## config.mk

```make
export PLATFORM = sky130hd
export DESIGN_NAME = sa_seq_ctrl_flat
export DESIGN_NICKNAME = d
export VERILOG_FILES = /design/src/rtl/sa_seq_ctrl_pkg.sv /design/src/rtl/sa_seq_ctrl_if.sv /design/src/rtl/sa_seq_ctrl_skew_mask.sv /design/src/rtl/sa_seq_ctrl.sv /design/src/flat_wrapper.sv
export SDC_FILE = /design/constraint.sdc
export NUM_CORES = 1
export LEC_CHECK = 0
export CAP_MARGIN = 10
export CORE_ASPECT_RATIO = 0.75
export CORE_MARGIN = 8
export CORE_UTILIZATION = 44
export CTS_CLUSTER_SIZE = 28
export DETAILED_ROUTE_END_ITERATION = 12
export PLACE_DENSITY_LB_ADDON = 0.25
export SYNTH_ARGS = -nofsm -noshare
export SYNTH_HDL_FRONTEND = slang
export SYNTH_HIERARCHICAL = 1
export SYNTH_SLANG_ARGS = --single-unit
```

## constraint.sdc

```tcl
create_clock -name clk -period 8.48 [get_ports clk]
set_input_delay 0.848 -clock clk [delete_from_list [all_inputs] [get_ports clk]]
set_output_delay 0.848 -clock clk [all_outputs]
set_load 0.01 [all_outputs]
```

## src/rtl/sa_seq_ctrl_pkg.sv

```systemverilog
// rtl/sa_seq_ctrl_pkg.sv - systolic-array sequencer state encoding and derived sizes
package sa_ctrl_pkg;

    typedef enum logic [2:0] {
        ST_IDLE     = 3'd0,
        ST_PREFETCH = 3'd1,
        ST_FEED     = 3'd2,
        ST_DRAIN    = 3'd3,
        ST_DONE     = 3'd4
    } sa_state_e;

    function automatic int n_pix(input int w, input int h);
        return w * h;
    endfunction

    function automatic int n_k(input int w, input int h, input int c);
        return w * h * c;
    endfunction

    function automatic int feed_len(input int w, input int h, input int port);
        return w * h + port - 1;
    endfunction

    // Width able to index 0..v-1, never narrower than one bit.
    function automatic int bits_for(input int v);
        return (v < 2) ? 1 : $clog2(v);
    endfunction

endpackage

```

## src/rtl/sa_seq_ctrl_if.sv

```systemverilog
// rtl/sa_seq_ctrl_if.sv - control strobes and buffer read bus of the sequencer
interface sa_seq_ctrl_if #(
    parameter int WIDTH   = 128,
    parameter int HEIGHT  = 128,
    parameter int CHANNEL = 3,
    parameter int PORT    = 27
);
    import sa_ctrl_pkg::*;

    localparam int K_AW   = bits_for(n_k(WIDTH, HEIGHT, CHANNEL));
    localparam int PIX_AW = bits_for(n_pix(WIDTH, HEIGHT));

    logic              i_start;
    logic              i_stall;
    logic              i_of_valid;
    logic              o_k_rd_en;
    logic [K_AW-1:0]   o_k_rd_addr;
    logic              o_if_rd_en;
    logic [PIX_AW-1:0] o_if_pix_addr;
    logic [PORT-1:0]   o_lane_valid;
    logic              o_busy;
    logic              o_done;
    logic              o_err;

    modport master (
        output i_start, i_stall, i_of_valid,
        input  o_k_rd_en, o_k_rd_addr, o_if_rd_en, o_if_pix_addr,
               o_lane_valid, o_busy, o_done, o_err
    );

    modport slave (
        input  i_start, i_stall, i_of_valid,
        output o_k_rd_en, o_k_rd_addr, o_if_rd_en, o_if_pix_addr,
               o_lane_valid, o_busy, o_done, o_err
    );

endinterface

```

## src/rtl/sa_seq_ctrl_skew_mask.sv

```systemverilog
// rtl/sa_seq_ctrl_skew_mask.sv - diagonal lane-valid mask: lane j live when j<=i and i-j<N_PIX
module sa_skew_mask #(
    parameter int PORT  = 27,
    parameter int N_PIX = 16384,
    parameter int CW    = 15
) (
    input  logic [CW-1:0]   i,
    input  logic            active,
    output logic [PORT-1:0] mask
);

    always_comb begin
        mask = '0;
        for (int j = 0; j < PORT; j++) begin
            if (active && (j <= int'(i)) && ((int'(i) - j) < N_PIX)) begin
                mask[j] = 1'b1;
            end
        end
    end

endmodule

```

## src/rtl/sa_seq_ctrl.sv

```systemverilog
// rtl/sa_seq_ctrl.sv - layer sequencer: kernel prefetch, skewed im2col feed, output drain
// Optional drain watchdog enabled by defining SA_SEQ_WATCHDOG_EN.
module sa_seq_ctrl
    import sa_ctrl_pkg::*;
#(
    parameter int WIDTH   = 128,
    parameter int HEIGHT  = 128,
    parameter int CHANNEL = 3,
    parameter int PORT    = 27,
    parameter int TIMEOUT = 1024
) (
    input  logic         clk,
    input  logic         rst,
    sa_seq_ctrl_if.slave bus
);

    localparam int N_PIX    = n_pix(WIDTH, HEIGHT);
    localparam int N_K      = n_k(WIDTH, HEIGHT, CHANNEL);
    localparam int FEED_LEN = feed_len(WIDTH, HEIGHT, PORT);
    localparam int K_AW     = bits_for(N_K);
    localparam int PIX_AW   = bits_for(N_PIX);
    localparam int FEED_CW  = bits_for(FEED_LEN + 1);
    localparam int OF_CW    = bits_for(N_K + 1);

    sa_state_e          state_q, state_d;
    logic [K_AW-1:0]    k_q;
    logic [FEED_CW-1:0] i_q;
    logic [OF_CW-1:0]   of_q, of_nxt;
    logic               pf_go, feed_go, pf_last, feed_last, of_inc, of_full, wd_hit;

    logic               k_rd_en_d, if_rd_en_d, busy_d, done_d;
    logic [K_AW-1:0]    k_rd_addr_d;
    logic [PIX_AW-1:0]  pix_addr_d;
    logic [PORT-1:0]    lane_d;

    assign pf_go     = (state_q == ST_PREFETCH) && !bus.i_stall;
    assign feed_go   = (state_q == ST_FEED) && !bus.i_stall;
    assign pf_last   = (k_q == K_AW'(N_K - 1));
    assign feed_last = (i_q == FEED_CW'(FEED_LEN - 1));

    // Output-feature pulses may arrive while the feed is still running; saturate at N_K.
    assign of_inc = bus.i_of_valid && (of_q != OF_CW'(N_K)) &&
                    ((state_q == ST_PREFETCH) || (state_q == ST_FEED) || (state_q == ST_DRAIN));
    assign of_nxt  = of_inc ? (of_q + OF_CW'(1)) : of_q;
    assign of_full = (of_nxt == OF_CW'(N_K));

    always_ff @(posedge clk or posedge rst) begin
        if (rst) state_q <= ST_IDLE;
        else     state_q <= state_d;
    end

    always_comb begin
        state_d = state_q;
        case (state_q)
            ST_IDLE:     if (bus.i_start) state_d = ST_PREFETCH;
            ST_PREFETCH: if (pf_go && pf_last) state_d = ST_FEED;
            ST_FEED:     if (feed_go && feed_last) state_d = ST_DRAIN;
            ST_DRAIN:    if (of_full || wd_hit) state_d = ST_DONE;
            ST_DONE:     state_d = ST_IDLE;
            default:     state_d = ST_IDLE;
        endcase
    end

    always_ff @(posedge clk or posedge rst) begin
        if (rst) begin
            k_q  <= '0;
            i_q  <= '0;
            of_q <= '0;
        end else if (state_q == ST_IDLE) begin
            k_q  <= '0;
            i_q  <= '0;
            of_q <= '0;
        end else begin
            if (pf_go && !pf_last)     k_q <= k_q + K_AW'(1);
            if (feed_go && !feed_last) i_q <= i_q + FEED_CW'(1);
            of_q <= of_nxt;
        end
    end

    sa_skew_mask #(
        .PORT  (PORT),
        .N_PIX (N_PIX),
        .CW    (FEED_CW)
    ) u_skew (
        .i      (i_q),
        .active (feed_go),
        .mask   (lane_d)
    );

    always_comb begin
        k_rd_en_d   = pf_go;
        k_rd_addr_d = pf_go ? (K_AW'(N_K - 1) - k_q) : '0;
        if_rd_en_d  = feed_go && (i_q < FEED_CW'(N_PIX));
        pix_addr_d  = if_rd_en_d ? i_q[PIX_AW-1:0] : '0;
        busy_d      = (state_q != ST_IDLE);
        done_d      = (state_q == ST_DONE);
    end

    always_ff @(posedge clk or posedge rst) begin
        if (rst) begin
            bus.o_k_rd_en     <= 1'b0;
            bus.o_k_rd_addr   <= '0;
            bus.o_if_rd_en    <= 1'b0;
            bus.o_if_pix_addr <= '0;
            bus.o_lane_valid  <= '0;
            bus.o_busy        <= 1'b0;
            bus.o_done        <= 1'b0;
        end else begin
            bus.o_k_rd_en     <= k_rd_en_d;
            bus.o_k_rd_addr   <= k_rd_addr_d;
            bus.o_if_rd_en    <= if_rd_en_d;
            bus.o_if_pix_addr <= pix_addr_d;
            bus.o_lane_valid  <= lane_d;
            bus.o_busy        <= busy_d;
            bus.o_done        <= done_d;
        end
    end

`ifdef SA_SEQ_WATCHDOG_EN
    localparam int WD_CW = bits_for(TIMEOUT + 1);

    logic [WD_CW-1:0] wd_q;
    logic             wd_to_q;

    // Idle cycles in DRAIN since the last output pulse; the error sticks until a new run.
    assign wd_hit = (state_q == ST_DRAIN) && !bus.i_of_valid && (wd_q == WD_CW'(TIMEOUT - 1));

    always_ff @(posedge clk or posedge rst) begin
        if (rst) begin
            wd_q    <= '0;
            wd_to_q <= 1'b0;
            bus.o_err <= 1'b0;
        end else begin
            if (state_q != ST_DRAIN || bus.i_of_valid) wd_q <= '0;
            else if (!wd_hit)                          wd_q <= wd_q + WD_CW'(1);
            if (state_q == ST_IDLE && bus.i_start)     wd_to_q <= 1'b0;
            else if (wd_hit && !of_full)               wd_to_q <= 1'b1;
            bus.o_err <= wd_to_q;
        end
    end
`else
    assign wd_hit    = 1'b0;
    assign bus.o_err = 1'b0;
`endif

endmodule
```

## src/flat_wrapper.sv

```systemverilog
// flat-port wrapper written by rule: the top's interface ports become plain ports
module sa_seq_ctrl_flat import sa_ctrl_pkg::*;
#(
    parameter int WIDTH   = 128,
    parameter int HEIGHT  = 128,
    parameter int CHANNEL = 3,
    parameter int PORT    = 27,
    parameter int TIMEOUT = 1024
)
  (clk, rst, bus_i_start, bus_i_stall, bus_i_of_valid, bus_o_k_rd_en, bus_o_k_rd_addr, bus_o_if_rd_en, bus_o_if_pix_addr, bus_o_lane_valid, bus_o_busy, bus_o_done, bus_o_err);
  sa_seq_ctrl_if #(.WIDTH(WIDTH), .HEIGHT(HEIGHT), .CHANNEL(CHANNEL), .PORT(PORT)) bus_i ();
  input  logic clk;
  input  logic rst;
  input wire logic [$bits(bus_i.i_start)-1:0] bus_i_start;
  input wire logic [$bits(bus_i.i_stall)-1:0] bus_i_stall;
  input wire logic [$bits(bus_i.i_of_valid)-1:0] bus_i_of_valid;
  output wire logic [$bits(bus_i.o_k_rd_en)-1:0] bus_o_k_rd_en;
  output wire logic [$bits(bus_i.o_k_rd_addr)-1:0] bus_o_k_rd_addr;
  output wire logic [$bits(bus_i.o_if_rd_en)-1:0] bus_o_if_rd_en;
  output wire logic [$bits(bus_i.o_if_pix_addr)-1:0] bus_o_if_pix_addr;
  output wire logic [$bits(bus_i.o_lane_valid)-1:0] bus_o_lane_valid;
  output wire logic [$bits(bus_i.o_busy)-1:0] bus_o_busy;
  output wire logic [$bits(bus_i.o_done)-1:0] bus_o_done;
  output wire logic [$bits(bus_i.o_err)-1:0] bus_o_err;
  assign bus_i.i_start = bus_i_start;
  assign bus_i.i_stall = bus_i_stall;
  assign bus_i.i_of_valid = bus_i_of_valid;
  assign bus_o_k_rd_en = bus_i.o_k_rd_en;
  assign bus_o_k_rd_addr = bus_i.o_k_rd_addr;
  assign bus_o_if_rd_en = bus_i.o_if_rd_en;
  assign bus_o_if_pix_addr = bus_i.o_if_pix_addr;
  assign bus_o_lane_valid = bus_i.o_lane_valid;
  assign bus_o_busy = bus_i.o_busy;
  assign bus_o_done = bus_i.o_done;
  assign bus_o_err = bus_i.o_err;
  sa_seq_ctrl #(.WIDTH(WIDTH), .HEIGHT(HEIGHT), .CHANNEL(CHANNEL), .PORT(PORT), .TIMEOUT(TIMEOUT)) u_core (.clk(clk), .rst(rst), .bus(bus_i));
endmodule
```

==> results of run 1 <==
[power groups by stage]
stage	Clock (mW)	Combinational (mW)	Sequential, mW
finish	0.413	0.144	0.613
global route	0.450	0.164	0.618
CTS	0.426	0.147	0.612
detailed placement	0	0.144	0.622
global placement	0	0.142	0.620
floorplan	0	0.116	0.606
[cells in the mapped netlist (all sizes together) (9+ instances only)]
master  instances
xnor2          14
buf             9
clkbuf         16
mux2i          25
nor2           68
a21oi          16
o21ai          20
and2           17
or3            10
nand4          12
nand2          36
xor2           28
inv            15
dfrtp         111
nand3          24
[cell families after synthesis]
kind of cell	Yosys count
multiplexers	25
other	1
buffers and inverters	40
AND/OR/NAND/NOR	212
flip-flops	111
XOR/XNOR	42
AO/OA/AOI/OAI	58
adder cells (fa/ha/maj)	6
[through the flow]
step	utilization	worst slack, ps	hold WS (ps)	instance area (um^2)	cells
finish	0.538	5500	485	6210	713
detailed placement	0.513	5170	467	5920	699
global route	0.538	5240	506	6210	713
floorplan	-	4700	437	5190	495
global placement	0.513	5250	467	5920	699
CTS	0.538	5550	485	6210	713
[critical path, cell delays in order]
cell,delay (ps)
clkdlybuf4s50_1,500
nand3b_1,540
inv_1,250
o31ai_2,190
a2111oi_2,510
nand4_1,160
xor2_1,150
nor2_1,50
[worst min path at each step]
stage | start | endpoint | slack (ps) | cells after the start
detailed placement | u_core/k_q[7]$_DFFE_PP0P_ | u_core/bus.o_k_rd_addr[7]$_DFF_PP0_ | 470 | 1
global placement | u_core/k_q[7]$_DFFE_PP0P_ | u_core/bus.o_k_rd_addr[7]$_DFF_PP0_ | 470 | 1
CTS | u_core/k_q[7]$_DFFE_PP0P_ | u_core/bus.o_k_rd_addr[7]$_DFF_PP0_ | 480 | 1
floorplan | u_core/k_q[7]$_DFFE_PP0P_ | u_core/bus.o_k_rd_addr[7]$_DFF_PP0_ | 440 | 1
global route | u_core/k_q[7]$_DFFE_PP0P_ | u_core/bus.o_k_rd_addr[7]$_DFF_PP0_ | 510 | 1
finish | u_core/k_q[7]$_DFFE_PP0P_ | u_core/bus.o_k_rd_addr[7]$_DFF_PP0_ | 490 | 1
[layout make-up]
cell class	count	area, um^2	area share
clock inverter	3	45.0	0.00726
inverter	15	58.8	0.00948
multi-input combinational	344	2210	0.357
sequential	111	2780	0.448
clock buffer	11	243	0.0391
tap	162	203	0.0327
timing repair buffer	67	666	0.107
[sequential cells by signal, summed over array words and instances, names as in the netlist, 3 cells and up]
| register | count |
|---|---|
| u_core/state_q | 3 |
| u_core/bus.o_lane_valid | 27 |
| u_core/k_q | 16 |
| u_core/bus.o_k_rd_addr | 16 |
| u_core/bus.o_if_pix_addr | 14 |
| u_core/of_q | 16 |
| u_core/i_q | 15 |
[routing by layer]
metal	GRT usage	up-vias	part of all wire
met1	0.197	1803	0.47
met5	0	-	0
met3	0.0469	11	0.071
met4	0.0474	0	0.012
li1	-	1795	-
met2	0.226	93	0.45
==> results.md, run 1 <==
- DR vias: 3,702
- Setup crit start kind: primary input
- Reg-to-reg critical path endpoint: u_core/state_q[1]$_DFFE_PP0P_
- Share of cells above drive strength 1: 0.0690
- Adder-Cell Fraction of Synth Area: 0.0145
- Clock power frac: 0.353
- Total Routing Usage GR: 0.148
- Die Ht: 110 um
- Initial antenna violation count: 0
- Compound-Gate Fraction of Synth Area: 0.0738
- FP Rows: 34
- Area leader, netlist: dfrtp_1
- Nets: 559
- Psw: 0.304 mW
- Vias per inst: 5.19
- Pleak: 2.82 nW
- P per Cell Area: 189 nW/um^2
- Req. time, crit path: 8690 ps
- Setup crit start: bus_i_stall
- Reg2reg path depth: 9
- Final Power: 1.17 mW
- Seq cells post-synth: 111
- Sequential Power Share: 0.524
- Number of global-route vias before repair: 3,710
- Synthesized area: 5190 um^2
- Switch share: 0.260
- Ports: 67
- Setup_tns: 0 ps
- DR WL/cell: 15.3 um
- Period utilization: 0.352
- Max Slew Vio Count: 0
- Max rail drop VDD: 92.4 uV
- Clk sinks: 111
- Top_reg_cell synth: dfrtp_1
- Largest family of logic cells by synthesized area: simple AND/OR/NAND/NOR gates
- Overall routed net length: 10.9 mm
- Final Hold Fails: 0
- Mapped Cells: 495
- Synth Area per Inst: 10.5 um^2
- Cell Int Power: 0.867 mW
- Post-Synth Simple-Gate Area: 0.218
- Top cell type's share of synthesized area: 0.535
- Hold Crit Class: reg -> reg
- Fill count: 1,007
- Maximum clock rate: 335 MHz
- Slew Limit Headroom: 0.372
- Initial Utilization: 0.450
- CTS tree: yes
- Crit-path max FO: 16
- Reg-to-reg critical path startpoint: u_core/of_q[0]$_DFF_PP0_
- CP Capture Type: flip-flop
- Mux contribution to synthesized area: 0.0482
- Path type of the worst setup path: in -> reg
- Area of the core: 11,500 um^2
- Worst Tran Pin Value: 942 ps
- Post-CTS setup buffer count: 0
- Most frequent cells in the layout: dfrtp_1 (111), nor2_1 (68), clkdlybuf4s50_1 (65), nand2_1 (36), xor2_1 (28)
- Number of synthesized flops with an enable pin: 0
- RSZ-0062 raised after global routing: no
- Synth Warn #: 6
- Combinational Power Share: 0.123
- Final ANT Viol Nets: 0
- Pin count of the biggest net entering global routing: 78
- Die area: 15,600 um^2
- Most common cell after layout, fill and taps aside: dfrtp_1
- Port Buf Inserts: 65
- Max-cap violations: 0
- Number of CTS-inserted buffers: 9
- Cell variety after synth: 57
- Htree depth: 3
- CTS root buffer: clkbuf_16
- FFs w/ async S/R, synth: 1.00
- Most area-consuming cells after synthesis: dfrtp_1 (54%), nor2_1 (4.9%), mux2i_1 (4.8%)
- CTS Hold Bufs: 0
- Max Root-Sink Buffers: 2
- DRT Pass-1 Iters: 5
- Status: finished clean
- Ant diodes: 0
- Register area share after synthesis: 0.535
- GPL Wtd Cong: 0.838
- Synthesized Nets: 506
- Grt total ovfl: 0
- CTS clk-pin slew, worst paths: 70 ps
- Area grow syn2layout: 19.6%
- DP HPWL: 7.31 mm
- Fin Clk Skew: 8.72 ps
- Iter 0 DRT Violations: 329
- DRC: 0
- CP endpoint: u_core/k_q[13]$_DFFE_PP0P_
- Xor and xnor area share after synthesis: 0.0709
- Flop2flop setup slack: 5850 ps
- CP arrival: 3190 ps
- First-pass GRT wire length: 18.6 mm
- Die width: 141 um
- PostCTS Resize Cnt: 0
- Final Critical Period: 2980 ps
- Final setup fails: 0
- Clock Latency Late Sink: 340 ps
(Power assumes the default switching activity.)
==> run 2, diff against run 1 <==
clock period = 2.9 ns   (was 8.48 ns; I/O delays follow)
==> run 2 against run 1 <==
Effect of this change: worst setup slack lost 5300 ps; register-to-register slack got worse by 5600 ps; non-clock buffer count grew 4; clock-buffer cell count is the same; total power increased to 3.0 times the previous value; die area did not move; sequential power rose to 2.9 times the previous value; wire length down 2.2%; flip-flop and latch count is the same; utilization is 0.66 points higher; critical path depth rose by 1; global-route usage shrank 0.46 points; largest cell class unchanged; largest power group unchanged.
==> results.md, run 2 (synthesized netlist as in run 1, its figures left out) <==
- DR WL/cell: 14.9 um
- Most frequent cells in the layout: dfrtp_1 (111), nor2_1 (68), clkdlybuf4s50_1 (65), nand2_1 (36), xor2_1 (28)
- DRT Pass-1 Iters: 4
- Combinational Power Share: 0.123
- Clock Latency Late Sink: 340 ps
- Final Critical Period: 2660 ps
- CP Capture Type: flip-flop
- CTS tree: yes
- Register with the most flip-flops: u_core/bus.o_lane_valid
- Psw: 0.892 mW
- PostCTS Resize Cnt: 0
- Clock power frac: 0.359
- DR vias: 3,712
- GPL Wtd Cong: 0.931
- DP HPWL: 7.42 mm
- Die Ht: 110 um
- Number of flip-flops in the largest register: 27
- Setup_tns: 0 ps
- Cell Int Power: 2.57 mW
- RSZ-0062 raised after global routing: no
- Max-cap violations: 0
- Worst Tran Pin Value: 821 ps
- Clk sinks: 111
- Pin count of the biggest net entering global routing: 61
- Final Hold Fails: 0
- Fill count: 1,015
- Area grow syn2layout: 21.1%
- DRC: 0
- P per Cell Area: 551 nW/um^2
- Switch share: 0.258
- Number of global-route vias before repair: 3,603
- Worst Slack Setup Final: 242 ps
- Nets: 563
- Pleak: 2.86 nW
- Total Routing Usage GR: 0.143
- Final setup fails: 0
- Iter 0 DRT Violations: 208
- Setup crit start kind: flip-flop
- CTS clk-pin slew, worst paths: 70 ps
- Ant diodes: 0
- Period utilization: 0.916
- Most common cell after layout, fill and taps aside: dfrtp_1
- Port Buf Inserts: 65
- Initial antenna violation count: 0
- Final ANT Viol Nets: 0
- Htree depth: 3
- Fin Clk Skew: 4.86 ps
- Slew Limit Headroom: 0.453
- Grt total ovfl: 0
- Status: finished clean
- Die area: 15,600 um^2
- Vias per inst: 5.17
- Max Root-Sink Buffers: 2
- Number of CTS-inserted buffers: 9
- DP Area: 5970 um^2
- Multi-input gate area: 2210 um^2
- First-pass GRT wire length: 18.2 mm
- Reg-to-reg critical path startpoint: u_core/of_q[0]$_DFF_PP0_
- Sequential Power Share: 0.518
- Setup crit start: u_core/of_q[0]$_DFF_PP0_
- Final core occ: 0.545
- Post-CTS setup buffer count: 0
- Path type of the worst setup path: reg -> reg
- FP Rows: 34
- Req. time, crit path: 3130 ps
- Flop2flop setup slack: 240 ps
- Max Slew Vio Count: 0
- Share of cells above drive strength 1: 0.0791
- Overall routed net length: 10.7 mm
- Design area: 6280 um^2
- Register area: 2780 um^2
- Maximum clock rate: 376 MHz
- Hold Crit Class: in -> async
- Die width: 141 um
- Area of the core: 11,500 um^2
- CP arrival: 2890 ps
- Ports: 67
- Initial Utilization: 0.450
- Crit-path max FO: 8
- Pre-CTS setup slack: 329 ps
- CTS Hold Bufs: 0
- CTS root buffer: clkbuf_16
- Max rail drop VDD: 369 uV
run 2: cell count changes in the layout (fill, tap and decap cells not counted):
cell	before	now
buf_4	2	4
clkbuf_1	1	0
clkinv_4	0	2
buf_12	0	2
inv_4	1	0
clkbuf_8	1	2
run 2: stage by stage:
stage | instances | hold WS [ps] | power (mW)
after global placement | 703 | 467 | 2.23
final | 718 | 229 | 3.46
after global routing | 718 | 242 | 3.65
after detailed placement | 703 | 457 | 2.24
after CTS | 718 | 229 | 3.51
after floorplan | 495 | 437 | 2.11
run 2: worst paths after layout:
kind	end	depth (start not counted)
max reg2reg	u_core/state_q[1]$_DFFE_PP0P_	9
min reg2reg	u_core/bus.o_k_rd_addr[7]$_DFF_PP0_	1
min	u_core/bus.o_if_pix_addr[11]$_DFF_PP0_	2
max	u_core/state_q[1]$_DFFE_PP0P_	9
min in group clk	u_core/bus.o_k_rd_addr[7]$_DFF_PP0_	1
max in group asynchronous	u_core/bus.o_done$_DFF_PP0_	3
run 2: critical path: stages (launching register included):
cell and delay, ps:
dfrtp_1 470, inv_1 80, ha_1 190, nor4b_1 130, and4_1 200, nor2_1 380, nand4b_1 170, o311a_1 150
or4_1 570, o21a_1 210
run 2: cell type report:
class | count | share of cell area
well taps | 162 | 0.0323
repair buffers | 71 | 0.115
inverters | 15 | 0.00956
clock buffers | 11 | 0.0402
clock inverters | 4 | 0.00876
multi-input cells | 344 | 0.352
flip-flops and latches | 111 | 0.442
run 2: layer usage:
metal	vias up	global-route usage	part of all wire
met5	-	0	0
met4	0	0.0359	0.0091
met3	10	0.0435	0.078
met2	103	0.217	0.44
met1	1796	0.197	0.47
li1	1803	-	-
run 2: power groups by stage:
stage	combinational (mW)	sequential [mW]	clock (mW)
floorplan	0.339	1.77	0
global placement	0.418	1.81	0
detailed placement	0.426	1.82	0
CTS	0.431	1.79	1.29
global route	0.486	1.81	1.35
finish	0.425	1.79	1.24
